[src/rtl/fifo_wr_arb.sv]
// Two-requester write arbiter in front of a FIFO write port.
// Round-robin grant, whole-frame ownership, burst cap only under contention.
module fifo_wr_arb #(
  parameter int DATA_WIDTH = 8,
  parameter int MAX_BURST  = 4
) (
  input  logic                  wr_clk,
  input  logic                  wr_rst,
  input  logic [DATA_WIDTH-1:0] req0_data,
  input  logic                  req0_valid,
  input  logic                  req0_last,
  output logic                  req0_ready,
  input  logic [DATA_WIDTH-1:0] req1_data,
  input  logic                  req1_valid,
  input  logic                  req1_last,
  output logic                  req1_ready,
  input  logic                  wr_full,
  output logic [DATA_WIDTH-1:0] wr_data,
  output logic                  wr_inc,
  output logic [1:0]            grant
);

  localparam int CW = $clog2(MAX_BURST + 1);
  localparam logic [CW-1:0] BMAX = CW'(MAX_BURST);

  typedef enum logic [1:0] {
    IDLE = 2'd0,
    OWN0 = 2'd1,
    OWN1 = 2'd2
  } state_e;

  state_e        state_q, state_d;
  logic          last_q, last_d;
  logic [CW-1:0] beat_q, beat_d;

  logic          own0, own1;
  logic          cur_valid, cur_last, oth_valid;
  logic          wr_en;
  logic [CW-1:0] beat_nx;

  assign own0 = (state_q == OWN0);
  assign own1 = (state_q == OWN1);

  always_comb begin
    cur_valid = 1'b0;
    cur_last  = 1'b0;
    oth_valid = 1'b0;
    unique case (1'b1)
      own0: begin
        cur_valid = req0_valid;
        cur_last  = req0_last;
        oth_valid = req1_valid;
      end
      own1: begin
        cur_valid = req1_valid;
        cur_last  = req1_last;
        oth_valid = req0_valid;
      end
      default: ;
    endcase
  end

  assign wr_en = cur_valid & ~wr_full;

  // Counter saturates so a lone requester can stream past the cap.
  always_comb begin
    beat_nx = beat_q;
    if (wr_en && (beat_q != BMAX)) begin
      beat_nx = beat_q + CW'(1);
    end
  end

  always_ff @(posedge wr_clk or negedge wr_rst) begin
    if (!wr_rst) begin
      state_q <= IDLE;
      last_q  <= 1'b1;
      beat_q  <= '0;
    end else begin
      state_q <= state_d;
      last_q  <= last_d;
      beat_q  <= beat_d;
    end
  end

  always_comb begin
    state_d = state_q;
    last_d  = last_q;
    beat_d  = beat_q;
    unique case (state_q)
      IDLE: begin
        if (req0_valid && (!req1_valid || last_q)) begin
          state_d = OWN0;
          last_d  = 1'b0;
          beat_d  = '0;
        end else if (req1_valid) begin
          state_d = OWN1;
          last_d  = 1'b1;
          beat_d  = '0;
        end
      end
      OWN0, OWN1: begin
        beat_d = beat_nx;
        if ((wr_en && cur_last) ||
            ((beat_nx == BMAX) && oth_valid)) begin
          state_d = IDLE;
        end
      end
      default: state_d = IDLE;
    endcase
  end

  always_comb begin
    req0_ready = 1'b0;
    req1_ready = 1'b0;
    wr_inc     = 1'b0;
    wr_data    = '0;
    unique case (state_q)
      OWN0: begin
        req0_ready = ~wr_full;
        wr_inc     = req0_valid & ~wr_full;
        wr_data    = req0_data;
      end
      OWN1: begin
        req1_ready = ~wr_full;
        wr_inc     = req1_valid & ~wr_full;
        wr_data    = req1_data;
      end
      default: ;
    endcase
  end

  assign grant = {own1, own0};

endmodule

[config.mk]
export PLATFORM = sky130hd
export DESIGN_NAME = fifo_wr_arb
export DESIGN_NICKNAME = d
export VERILOG_FILES = /design/src/rtl/fifo_wr_arb.sv
export SDC_FILE = /design/constraint.sdc
export NUM_CORES = 1
export LEC_CHECK = 0
export ABC_AREA = 1
export ABC_CLOCK_PERIOD_IN_PS = 2000
export CAP_MARGIN = 20
export CORE_UTILIZATION = 38
export DETAILED_ROUTE_END_ITERATION = 7
export PLACE_DENSITY = 0.85
export SLEW_MARGIN = 20
export SYNTH_ARGS = -nofsm -noshare
export SYNTH_HDL_FRONTEND = slang
export SYNTH_SLANG_ARGS = --single-unit
[constraint.sdc]
create_clock -name wr_clk -period 2 [get_ports wr_clk]
set_clock_uncertainty 0.15 [all_clocks]
set_input_delay 0.2 -clock wr_clk [delete_from_list [all_inputs] [get_ports wr_clk]]
set_output_delay 0.2 -clock wr_clk [all_outputs]
set_load 0.03 [all_outputs]
== After elaboration in Yosys (flattened, before gate mapping) ==
Cells that the tools add are included.

* $add $sub $neg: 1
* Eq/ne operators: 6
* Mux-type cells: 17
* Bitwise gates (word level): 4
* Reduce and logical (&&, ||, !) cells: 14

{| class="wikitable"
|+ Operators by type and width
! operator !! number
|-
| $pmux 8 s2 || 1
|-
| $mux 3 || 3
|-
| $pmux 1 s2 || 4
|-
| $mux 2 || 3
|-
| $ne 3x3->1 const B || 2
|-
| $pmux 3 s2 || 1
|-
| $reduce_and 2->1 || 3
|-
| $logic_and 1x1->1 || 4
|-
| $mux 1 || 4
|-
| $pmux 2 s2 || 1
|-
| $reduce_bool 2->1 || 2
|-
| $add 3x1->3 const B || 1
|-
| $and 1x1->1 || 3
|-
| $eq 3x3->1 const B || 1
|-
| $eq 2x1->1 const B || 1
|-
| $eq 2x2->1 const B || 1
|-
| $logic_not 2->1 || 1
|-
| $logic_or 1x1->1 || 2
|-
| $ne 2x2->1 const B || 1
|-
| $reduce_or 2->1 || 1
|-
| $logic_not 1->1 || 1
|-
| $not 1->1 || 1
|}

* Flip-flop bits (word level): 6
* Input bits: 23
* Output and inout bits: 13
* Logic and storage cells: 45

== Logic depth before layout (Yosys ltp) ==
Gate-level depths: netlist of the first run.

* Depth after elaboration: 10
* Gate-level depth with buffers: 13
* Depth with buffers taken out: 13

== Least setup slack after synthesis of the first run ==
Ideal clock, no wire load.

* Kind: reg-to-output
* From: register state_q[0]
* To: output wr_inc
* Arrival: 1689 ps
* Required time: 1650 ps
* Slack: -39 ps
* Cell stages (with the launch flop): 6
* Buffers on the path: 0
* Cells stage by stage: dfrtp_1 > inv_1 > ha_1 > inv_2 > nor2_8 > a21boi_0

* Cells in the longest elaborated chain, start to end: 2
* Elaborated cells between the ends (all ways): 3
* Classes of those cells: 2 x eq/ne; 1 x mux

{| class="wikitable"
|+ RTL lines
! element !! line !! text
|-
| start: declaration || 32 || <nowiki>state_e state_q, state_d;</nowiki>
|-
| start signal: assignment || 79 || <nowiki>state_q <= state_d;</nowiki>
|-
| $eq 2x2->1 / $eq 2x1->1 (equally long branches) || 117 || <nowiki>unique case (state_q)</nowiki>
|-
| $pmux 1 s2 * || 117 ||
|-
| end: declaration || 19 || <nowiki>output logic wr_inc,</nowiki>
|}

Mark *: on every way between the ends. The rest lies on a longest branch, timed or not.

== Final worst setup path of the first run ==
* From: register state_q[1]
* To: output wr_data[1]

* Cells in the longest elaborated chain, start to end: 2
* Elaborated cells between the ends (all ways): 3
* Classes of those cells: 2 x eq/ne; 1 x mux

{| class="wikitable"
|+ RTL lines
! element !! line !! text
|-
| $eq 2x2->1 / $eq 2x1->1 (equally long branches) || 117 ||
|-
| $pmux 8 s2 * || 117 ||
|-
| end: declaration || 18 || <nowiki>output logic [DATA_WIDTH-1:0] wr_data,</nowiki>
|}

Marks and branches as above.

==> results of run 1 <==
==> worst paths after layout <==
kind	startpoint	to	cells past startpoint
worst min register to register	last_q	last_q	2
max in group asynchronous	wr_rst	last_q	1
worst max-delay path	state_q[1]	wr_data[1]	6
worst max register to register	state_q[1]	state_q[0]	11
worst min-delay path	wr_rst	beat_q[0]	1
min in group wr_clk	last_q	last_q	2
==> sequential cells by signal (all words and copies together), names as in the netlist <==
register and flops:
last_q 1, beat_q 3, state_q 2
==> metrics by stage <==
stage	hold slack, ps	std cells	setup TNS, ps	util
4_1_cts	34.2	152	0	0.652
3_5_place_dp	301	148	0	0.635
5_1_grt	50.3	153	-176	0.673
2_1_floorplan	-246	98	0	-
6_report	45.0	153	0	0.673
3_3_place_gp	299	148	0	0.635
==> logic make-up (layout without fill, tap and decap cells) <==
family | count (synthesis) | count (layout) | share of synthesized area
AO/OA/AOI/OAI | 19 | 19 | 0.166
XOR/XNOR | 1 | 1 | 0.0135
adder cells (fa/ha/maj) | 5 | 5 | 0.0963
buffers and inverters | 18 | 57 | 0.119
flip-flops | 6 | 6 | 0.233
AND/OR/NAND/NOR | 49 | 49 | 0.372
==> routing by layer <==
metal,share of wire,GRT usage,routed length (microns),vias up
li1,-,-,-,390
met1,0.37,0.198,671,333
met2,0.49,0.342,892,46
met3,0.13,0.0542,227,2
met4,0.0094,0.0938,17,0
met5,0,0,0,-
==> timing repair <==
item / in CTS / in global routing
setup endpoints to repair: 0 / 13
resized for setup: 0 / 7
buffers inserted: 0 / 1
==> where the power goes <==
group / internal (mW) / switching, mW / leakage [nW]
Combinational: 0.384 / 0.586 / 0.432
Sequential: 0.168 / 0.0306 / 0.0777
Clock: 0.0753 / 0.0399 / 0.0150
==> critical path, cell delays in order (launching register included) <==
cell     delay (ps)
dfrtp_1         390
inv_1           100
ha_4            300
inv_2            60
buf_4           170
a21oi_1         140
buf_4           180
==> placed cells by master, fill, tap and decap left out, drive strengths merged <==
cell	instances
a21oi	10
clkbuf	4
dfstp	1
ha	5
and2	1
a22o	1
nor2	7
clkdlybuf4s50	22
nand2	35
buf	15
inv	14
a21boi	1
nand3	5
o32ai	1
o21ai	4
o22ai	2
xor2	1
nand4	1
dlymetal6s2s	2
dfrtp	5
==> layout make-up <==
cell class | instances | share of cell area
Multi-Input combinational cell | 74 | 0.420
Timing Repair Buffer | 39 | 0.341
Inverter | 14 | 0.0501
Sequential cell | 6 | 0.144
Clock buffer | 4 | 0.0251
Tap cell | 16 | 0.0191
==> run_results.csv, run 1 <==
group,metric,value,unit
grt,grt_max_degree,10,
synthesis,synth_common_cells,"nand2_1 (31), inv_1 (13), a21oi_1 (10)",
detailed_routing,via_count,771,
synthesis,synth.avg_cell_area,6.63,sq um
final_layout,multi_input_area,440,sq um
clocking,htree_levels,1,
final_layout,area_growth,61.5,%
synthesis,synth_warnings,0,
setup_path,crit_fanout,9,
timing,fmax,518,MHz
setup_path,crit_type,"flip-flop to output pin",
timing,setup_viol,0,
timing,finalMaxSlewViolations,0,
power_and_ir_drop,powerDensity,1220,nW/um^2
clocking,clk_latency,240,ps
synthesis,synth-async-reset-ratio,1.00,
synthesis,synth_area_leader_cell,"dfrtp_1",
final_layout,finalNetCount,166,
floorplanning,die_area,1880,sq um
clocking,clock-root-buffer,"clkbuf_4",
floorplanning,fp-row-count,14,
timing,setup_slack,68.1,ps
synthesis,yosysUniqueCellTypes,24,
synthesis,ys_seq_elements,6,
synthesis,synthesis.nets,126,
grt,grt_use_total,0.189,
placement,place_area,990,sq um
timing,worst_slew_pin_slew,317,ps
run,maxCapViolCount,0,
floorplanning,core_area,1560,sq um
grt,first_global_vias,693,
setup_path,critPathCaptureType,"output pin",
synthesis,syn_area,649,sq um
clocking,clkTransAtPathRegs,40,ps
clocking,cts.sinks,6,
power_and_ir_drop,power_leakage,0.524,nW
synthesis,synth_edf_count,0,
final_layout,drive_above_1_share,0.248,
synthesis,yosysMostFrequentCell,"nand2_1",
worst_hold_path,hold_path.class,"input port to async pin",
timing,hold_viol_final,0,
timing,period_minus_slack,1930,ps
final_layout,layout.area.seq,151,sq um
placement,gp_congestion,0.860,
detailed_routing,wl_per_cell,11.8,microns
outcome,violations,"design-rule violations",
timing,slew-limit-headroom,0.788,
synthesis,synth-main-ff-cell,"dfrtp_1",
timing,fin_crit_sh,0.966,
clocking,cts_tree,"built",
final_layout,n_antenna_cell,0,
clocking,postCtsHoldBufs,0,
placement,place_ws,86.8,ps
floorplanning,fp.dieW,43.3,microns
final_layout,fillers,133,
detailed_routing,first_iter_violations,49,
placement,portBuffers,35,
clocking,clk_path_buf_depth,2,
synthesis,ys_seq_area_frac,0.233,
grt,grt_pass1_wl,2.70,mm
synthesis,synthTopCellsByArea,"dfrtp_1 (19%), nand2_1 (18%), ha_1 (9.6%)",
floorplanning,fp.dieH,43.3,microns
outcome,outcome,"complete, but fails checks",
detailed_routing,vias_per_cell,5.04,
final_layout,fin_area,1050,sq um
setup_path,worstPathArrival,1580,ps
setup_path,start_kind,"flip-flop",
power_and_ir_drop,irDropWorstVdd,0.000734,V
timing,rsz0062_at_grt,"true",
setup_path,r2r_slack,70,ps
synthesis,synth_cells,98,
placement,hpwl,1.40,mm
detailed_routing,drtAntennaViolNets,0,
synthesis,synth.top_cell.area_share,0.193,
floorplanning,start_util,0.417,
setup_path,crit_required,1650,ps
floorplanning,pin_count,36,
grt,grt_overflow_total,0,
detailed_routing,drc,10,
power_and_ir_drop,power,1.28,mW
grt,antenna_found_initial,0,
clocking,cts_buffers,3,
detailed_routing,first_pass_iters,8,
detailed_routing,drt_wl_total,1.81,mm
Power figures use the tool's default switching activity.
==> run 2, diff against run 1 <==
--- a/config.mk
+++ b/config.mk
@@ -6,11 +6,11 @@
 export NUM_CORES = 1
 export LEC_CHECK = 0
 export ABC_AREA = 1
-export ABC_CLOCK_PERIOD_IN_PS = 2000
+export ABC_CLOCK_PERIOD_IN_PS = 1700
 export CAP_MARGIN = 20
-export CORE_UTILIZATION = 38
+export CORE_UTILIZATION = 34
 export DETAILED_ROUTE_END_ITERATION = 7
-export PLACE_DENSITY = 0.85
+export PLACE_DENSITY = 0.81
 export SLEW_MARGIN = 20
 export SYNTH_ARGS = -nofsm -noshare
 export SYNTH_HDL_FRONTEND = slang
==> constraint.sdc (replaced) <==
create_clock -name wr_clk -period 1.7 [get_ports wr_clk]
set_clock_uncertainty 0.15 [all_clocks]
set_input_delay 0.17 -clock wr_clk [delete_from_list [all_inputs] [get_ports wr_clk]]
set_output_delay 0.17 -clock wr_clk [all_outputs]
set_load 0.03 [all_outputs]
==> run 2 against run 1 <==
  * The flow finishes with violations (negative setup slack)
  * Global-route usage grew 2.2 points
  * Register-to-register slack got worse by 220 ps
  * Clock power increased by 19%
  * Total power rose by 54%
  * Combinational power increased by 66%
  * Sequential power increased by 15%
  * Clock-buffer cell count did not move
  * Worst hold slack worse by 38 ps
  * First-iteration DRC count fell by 59%
==> run_results.csv, run 2 (same netlist as run 1, synthesis figures left out) <==
group,metric,value,unit
timing,finalMaxSlewViolations,0,
final_layout,post-route-util,0.743,
clocking,cts.sinks,6,
setup_path,critPathCaptureType,"flip-flop",
floorplanning,fp.dieW,45.7,microns
clocking,clkTransAtPathRegs,50,ps
detailed_routing,drt_wl_total,2.22,mm
setup_path,path_buf_inv,2,
detailed_routing,via_count,852,
detailed_routing,drc,0,
setup_path,critPathLaunch,"state_q[0]",
setup_path,cp_top_family,"simple AND/OR/NAND/NOR gates",
final_layout,fillers,129,
grt,grt_overflow_total,0,
final_layout,final_cell_mix,"nand2_1 (27), clkdlybuf4s50_1 (22), buf_4 (20), buf_6 (13), inv_1 (9)",
timing,rsz0062_at_grt,"true",
final_layout,top_regs,"beat_q x3, state_q x2, last_q x1",
worst_hold_path,hold_path.class,"input port to async pin",
floorplanning,fp.dieH,45.7,microns
outcome,outcome,"complete, but fails checks",
run,maxCapViolCount,0,
final_layout,n_antenna_cell,0,
timing,fin_crit_sh,1.09,
timing,worst_slew_pin_slew,318,ps
final_layout,largest_register_ff_count,3,
setup_path,start_kind,"flip-flop",
final_layout,area_growth,102,%
power_and_ir_drop,powerDensity,1510,nW/um^2
placement,hpwl,1.63,mm
setup_path,cp_common_cell,"nand2_2",
setup_path,path_cells,"inv_2 -> ha_4 -> inv_4 -> nor2_8 -> nand3_4 -> nand2_2 -> nand2_2 -> nor2_2 -> nand3_1 -> nand2_2 -> nand2_2 -> nand2_1 -> nand2_1",
setup_path,crit_required,1680,ps
clocking,clk_latency,240,ps
detailed_routing,vias_per_cell,4.79,
setup_path,crit_type,"flip-flop to flip-flop",
detailed_routing,first_iter_violations,20,
timing,slew-limit-headroom,0.786,
floorplanning,die_area,2090,sq um
timing,period_minus_slack,1850,ps
final_layout,finalNetCount,182,
final_layout,top_register,"beat_q",
clocking,cts_buffers,3,
grt,grt_pass1_wl,3.15,mm
timing,setup_slack,-148,ps
grt,first_global_vias,812,
clocking,htree_levels,1,
setup_path,r2r_start,"state_q[0]",
setup_path,crit_fanout,5,
setup_path,worst_path_max_delay_cell,"dfrtp_1",
detailed_routing,wl_per_cell,12.5,microns
power_and_ir_drop,irDropWorstVdd,0.00102,V
floorplanning,fp-row-count,15,
placement,portBuffers,35,
timing,hold_viol_final,0,
detailed_routing,drtAntennaViolNets,0,
setup_path,worstPathArrival,1820,ps
placement,gp_congestion,0.846,
grt,grt_max_degree,10,
outcome,violations,"negative setup slack",
floorplanning,core_area,1760,sq um
clocking,cts_tree,"built",
final_layout,drive_above_1_share,0.458,
grt,grt_use_total,0.211,
final_layout,layout_commonest_cell,"nand2_1",
floorplanning,start_util,0.368,
grt,antenna_found_initial,0,
setup_path,max_stage_delay,370,ps
clocking,clk_path_buf_depth,2,
timing,fin_tns_setup,-1090,ps
clocking,clock-root-buffer,"clkbuf_4",
power_and_ir_drop,power_leakage,0.595,nW
floorplanning,pin_count,36,
timing,setup_viol,11,
detailed_routing,first_pass_iters,4,
timing,fmax,541,MHz
run 2: cell count changes in the layout (fill, tap and decap cells not counted), sizes merged:
cell / before / now
dlymetal6s2s: 2 / 0
buf: 15 / 33
run 2: worst paths after layout:
| kind | endpoint | slack (ps) | cells past startpoint |
|---|---|---|---|
| min | beat_q[0] | 7 | 1 |
| max | state_q[0] | -150 | 13 |
| max reg2reg | state_q[0] | -150 | 13 |
| max in group asynchronous | last_q | 1120 | 1 |
| min reg2reg | last_q | 350 | 2 |
| min in group wr_clk | last_q | 350 | 2 |
run 2: layout make-up:
class / instances / area (sq um) / area share
repair buffers: 55 / 517 / 0.394
well taps: 25 / 31.3 / 0.0239
clock buffers: 4 / 26.3 / 0.0200
multi-input cells: 74 / 531 / 0.405
flip-flops and latches: 6 / 151 / 0.115
inverters: 14 / 55.1 / 0.0420
run 2: where the power goes:
| part | total, mW | switching [mW] | leakage (nW) | internal [mW] |
|---|---|---|---|---|
| registers | 0.227 | 0.0299 | 0.0777 | 0.197 |
| clock network | 0.137 | 0.0482 | 0.0150 | 0.0887 |
| logic | 1.61 | 0.892 | 0.502 | 0.718 |
run 2: repair_timing:
item / in CTS / in global routing
buffers inserted: 3 / 1
pin swaps: 5 / 7
hold buffers: 0 / 0
gates resized for setup: 19 / 20
setup endpoints to repair: 17 / 15
run 2: worst register-to-register path: cells and delay by family, from the launching register on:
| family | cells | cell delay [ps] |
|---|---|---|
| flip-flops | 1 | 370 |
| AND/OR/NAND/NOR | 10 | 820 |
| buffers and inverters | 2 | 130 |
| adder cells (fa/ha/maj) | 1 | 280 |
run 2: per-layer routing:
layer / part of all wire / vias to the layer above / wire length, microns / track usage
met4: 0.0058 / 0 / 13 / 0.141
met3: 0.11 / 2 / 237 / 0.0595
met1: 0.39 / 388 / 867 / 0.186
met2: 0.50 / 39 / 1100 / 0.406
met5: 0 / - / 0 / 0
li1: - / 423 / - / -
run 2: stage by stage:
stage	total power, mW	instance area, sq um	hold slack, ps	setup slack, ps	std cells
after floorplan	1.04	676	-276	-1.80	98
after global placement	1.47	1120	265	-82.1	171
after detailed placement	1.51	1120	269	-146	171
after CTS	1.81	1230	3.48	-110	177
after global routing	2.12	1310	22.6	-297	178
final	1.97	1310	7.10	-148	178
==> run 3, diff against run 2 <==
--- a/config.mk
+++ b/config.mk
@@ -10,6 +10,7 @@
 export CAP_MARGIN = 20
 export CORE_UTILIZATION = 34
 export DETAILED_ROUTE_END_ITERATION = 7
+export GPL_TIMING_DRIVEN = 0
 export PLACE_DENSITY = 0.81
 export SLEW_MARGIN = 20
 export SYNTH_ARGS = -nofsm -noshare
==> run 3 against run 2 <==
  * The run still ends with negative setup slack left
  * Worst setup slack improved by 21 ps
  * Cell count fell by 5.1%
  * First-iteration DRC count fell by 80%
  * Register-to-register slack improved by 30 ps
  * Flip-flop and latch count did not move
  * Total power fell by 10%
  * Sequential share of layout area rose by 1.3 points
  * Final area fell by 10%
==> run_results.csv, run 3 (same netlist as run 1, synthesis figures left out) <==
group,metric,value,unit
outcome,outcome,"complete, but fails checks",
outcome,violations,"negative setup slack",
timing,slew-limit-headroom,0.799,
timing,hold_viol_final,0,
setup_path,rr_worst_depth,13,
floorplanning,fp.dieH,45.7,microns
clocking,cts.sinks,6,
timing,fin_crit_sh,1.07,
floorplanning,core_area,1760,sq um
setup_path,start_kind,"flip-flop",
power_and_ir_drop,power_leakage,0.539,nW
setup_path,crit_fanout,10,
timing,period_minus_slack,1830,ps
final_layout,largest_register_ff_count,3,
detailed_routing,drtAntennaViolNets,0,
run,maxCapViolCount,0,
setup_path,max_stage_delay,400,ps
timing,holdWs,328,ps
final_layout,n_antenna_cell,0,
setup_path,cp_top_family,"buffers and inverters",
setup_path,crit_required,1380,ps
setup_path,critPathLaunch,"state_q[0]",
setup_path,crit_type,"flip-flop to output pin",
timing,setup_viol,12,
power_and_ir_drop,p_seq_frac,0.131,
clocking,clock-root-buffer,"clkbuf_4",
power_and_ir_drop,powerDensity,1500,nW/um^2
detailed_routing,first_iter_violations,4,
grt,grt_use_total,0.174,
power_and_ir_drop,switching_share,0.498,
clocking,clkTransAtPathRegs,40,ps
setup_path,cp.depth,6,
power_and_ir_drop,irDropWorstVdd,0.000973,V
clocking,clk_path_buf_depth,2,
setup_path,r2r_start,"state_q[0]",
power_and_ir_drop,p_switching,883,uW
placement,hpwl,1.34,mm
detailed_routing,drt_wl_total,1.88,mm
setup_path,worst_path_max_delay_cell,"dfrtp_1",
final_layout,top_regs,"beat_q x3, state_q x2, last_q x1",
final_layout,finalNetCount,173,
grt,grt_max_degree,11,
grt,antenna_found_initial,0,
timing,finalMaxSlewViolations,0,
placement,gp_congestion,0.852,
timing,fmax,547,MHz
floorplanning,pin_count,36,
timing,worst_slew_pin_slew,299,ps
floorplanning,fp.dieW,45.7,microns
power_and_ir_drop,power_frac_comb,0.792,
power_and_ir_drop,power_frac_clock,0.078,
clocking,clk_latency,240,ps
worst_hold_path,hold_path.class,"flip-flop to flip-flop",
grt,first_global_vias,649,
detailed_routing,vias_per_cell,4.64,
timing,setup_slack,-127,ps
setup_path,r2r-end,"state_q[1]",
floorplanning,start_util,0.368,
placement,portBuffers,35,
detailed_routing,via_count,784,
floorplanning,die_area,2090,sq um
setup_path,critPathCaptureType,"output pin",
clocking,cts_buffers,3,
detailed_routing,first_pass_iters,3,
grt,grt_overflow_total,0,
power_and_ir_drop,p_int,889,uW
setup_path,path_buf_inv,3,
placement,placed_cells,158,
setup_path,crit_end,"wr_data[7]",
setup_path,worstPathArrival,1510,ps
final_layout,drive_above_1_share,0.389,
final_layout,final_cell_mix,"nand2_1 (29), clkdlybuf4s50_1 (22), buf_4 (15), inv_1 (8)",
final_layout,fin_cells,169,
final_layout,top_register,"beat_q",
timing,rsz0062_at_grt,"true",
clocking,cts_tree,"built",
setup_path,r2r_slack,-120,ps
grt,grt_pass1_wl,2.56,mm
floorplanning,fp-row-count,15,
setup_path,cp_common_cell,"buf_4",
detailed_routing,wl_per_cell,11.1,microns
clocking,htree_levels,1,
setup_path,path_cells,"inv_2 -> ha_2 -> buf_4 -> nand2_1 -> a21oi_2 -> buf_4",
final_layout,area_growth,81.7,%
detailed_routing,drc,0,
final_layout,layout_commonest_cell,"nand2_1",
[run 3: cell types whose count changed in the layout (fill, tap and decap cells not counted), moves of 2 or more]
cell     change
buf_2        +2
buf_6        -8
nand2_2      -2
buf_4        -5
nand2_1      +2
[run 3: worst min-delay path: cells and delay by family, from the launching register on]
family,cells,cell delay [ps]
AO/OA/AOI/OAI,1,70
flip-flops,1,350
buffers and inverters,1,60
[run 3: worst min path at each step]
stage / from / endpoint / depth (start not counted)
after global placement: wr_rst / beat_q[1] / 1
after global routing: last_q / last_q / 2
after floorplan: wr_rst / beat_q[0] / 0
after detailed placement: wr_rst / beat_q[2] / 1
after CTS: last_q / last_q / 2
final: last_q / last_q / 2
[run 3: per-layer routing]
metal,part of all wire,vias up,GRT usage
li1,-,404,-
met2,0.46,34,0.300
met4,0.0043,0,0.112
met3,0.12,2,0.0595
met5,0,-,0
met1,0.42,344,0.177
[run 3: timing repair]
item,in CTS,in global routing
pin swaps,3,2
setup buffers,4,1
resized for setup,91,9
hold endpoints to repair,3,0
endpoints found under the setup margin,16,16
gates cloned,0,1
hold buffers,1,0
[run 3: through the flow]
stage	worst slack, ps	TNS (ps)	utilization	power [mW]	instance area, sq um
global placement	-437	-4340	0.599	1.36	1060
detailed placement	-465	-4900	0.599	1.38	1060
floorplan	-1.80	-1.80	-	1.04	676
CTS	-133	-1110	0.645	1.67	1140
finish	-127	-1170	0.669	1.77	1180
global route	-245	-2250	0.669	1.91	1180
[run 3: final cells by class]
type | count | area, sq um
Timing Repair Buffer | 42 | 387
Fill cell | 158 | 584
Tap cell | 25 | 31.3
Sequential cell | 6 | 151
Clock buffer | 4 | 26.3
Buffer | 4 | 33.8
Multi-Input combinational cell | 74 | 490
Inverter | 14 | 60.1
[run 3: power groups by stage]
stage          Sequential (mW)  Clock [mW]  Combinational (mW)
3_5_place_dp             0.231           0                1.15
3_3_place_gp             0.229           0                1.13
5_1_grt                  0.236       0.156                1.52
6_report                 0.232       0.138                1.40
2_1_floorplan            0.222           0               0.815
4_1_cts                  0.231       0.145                1.29
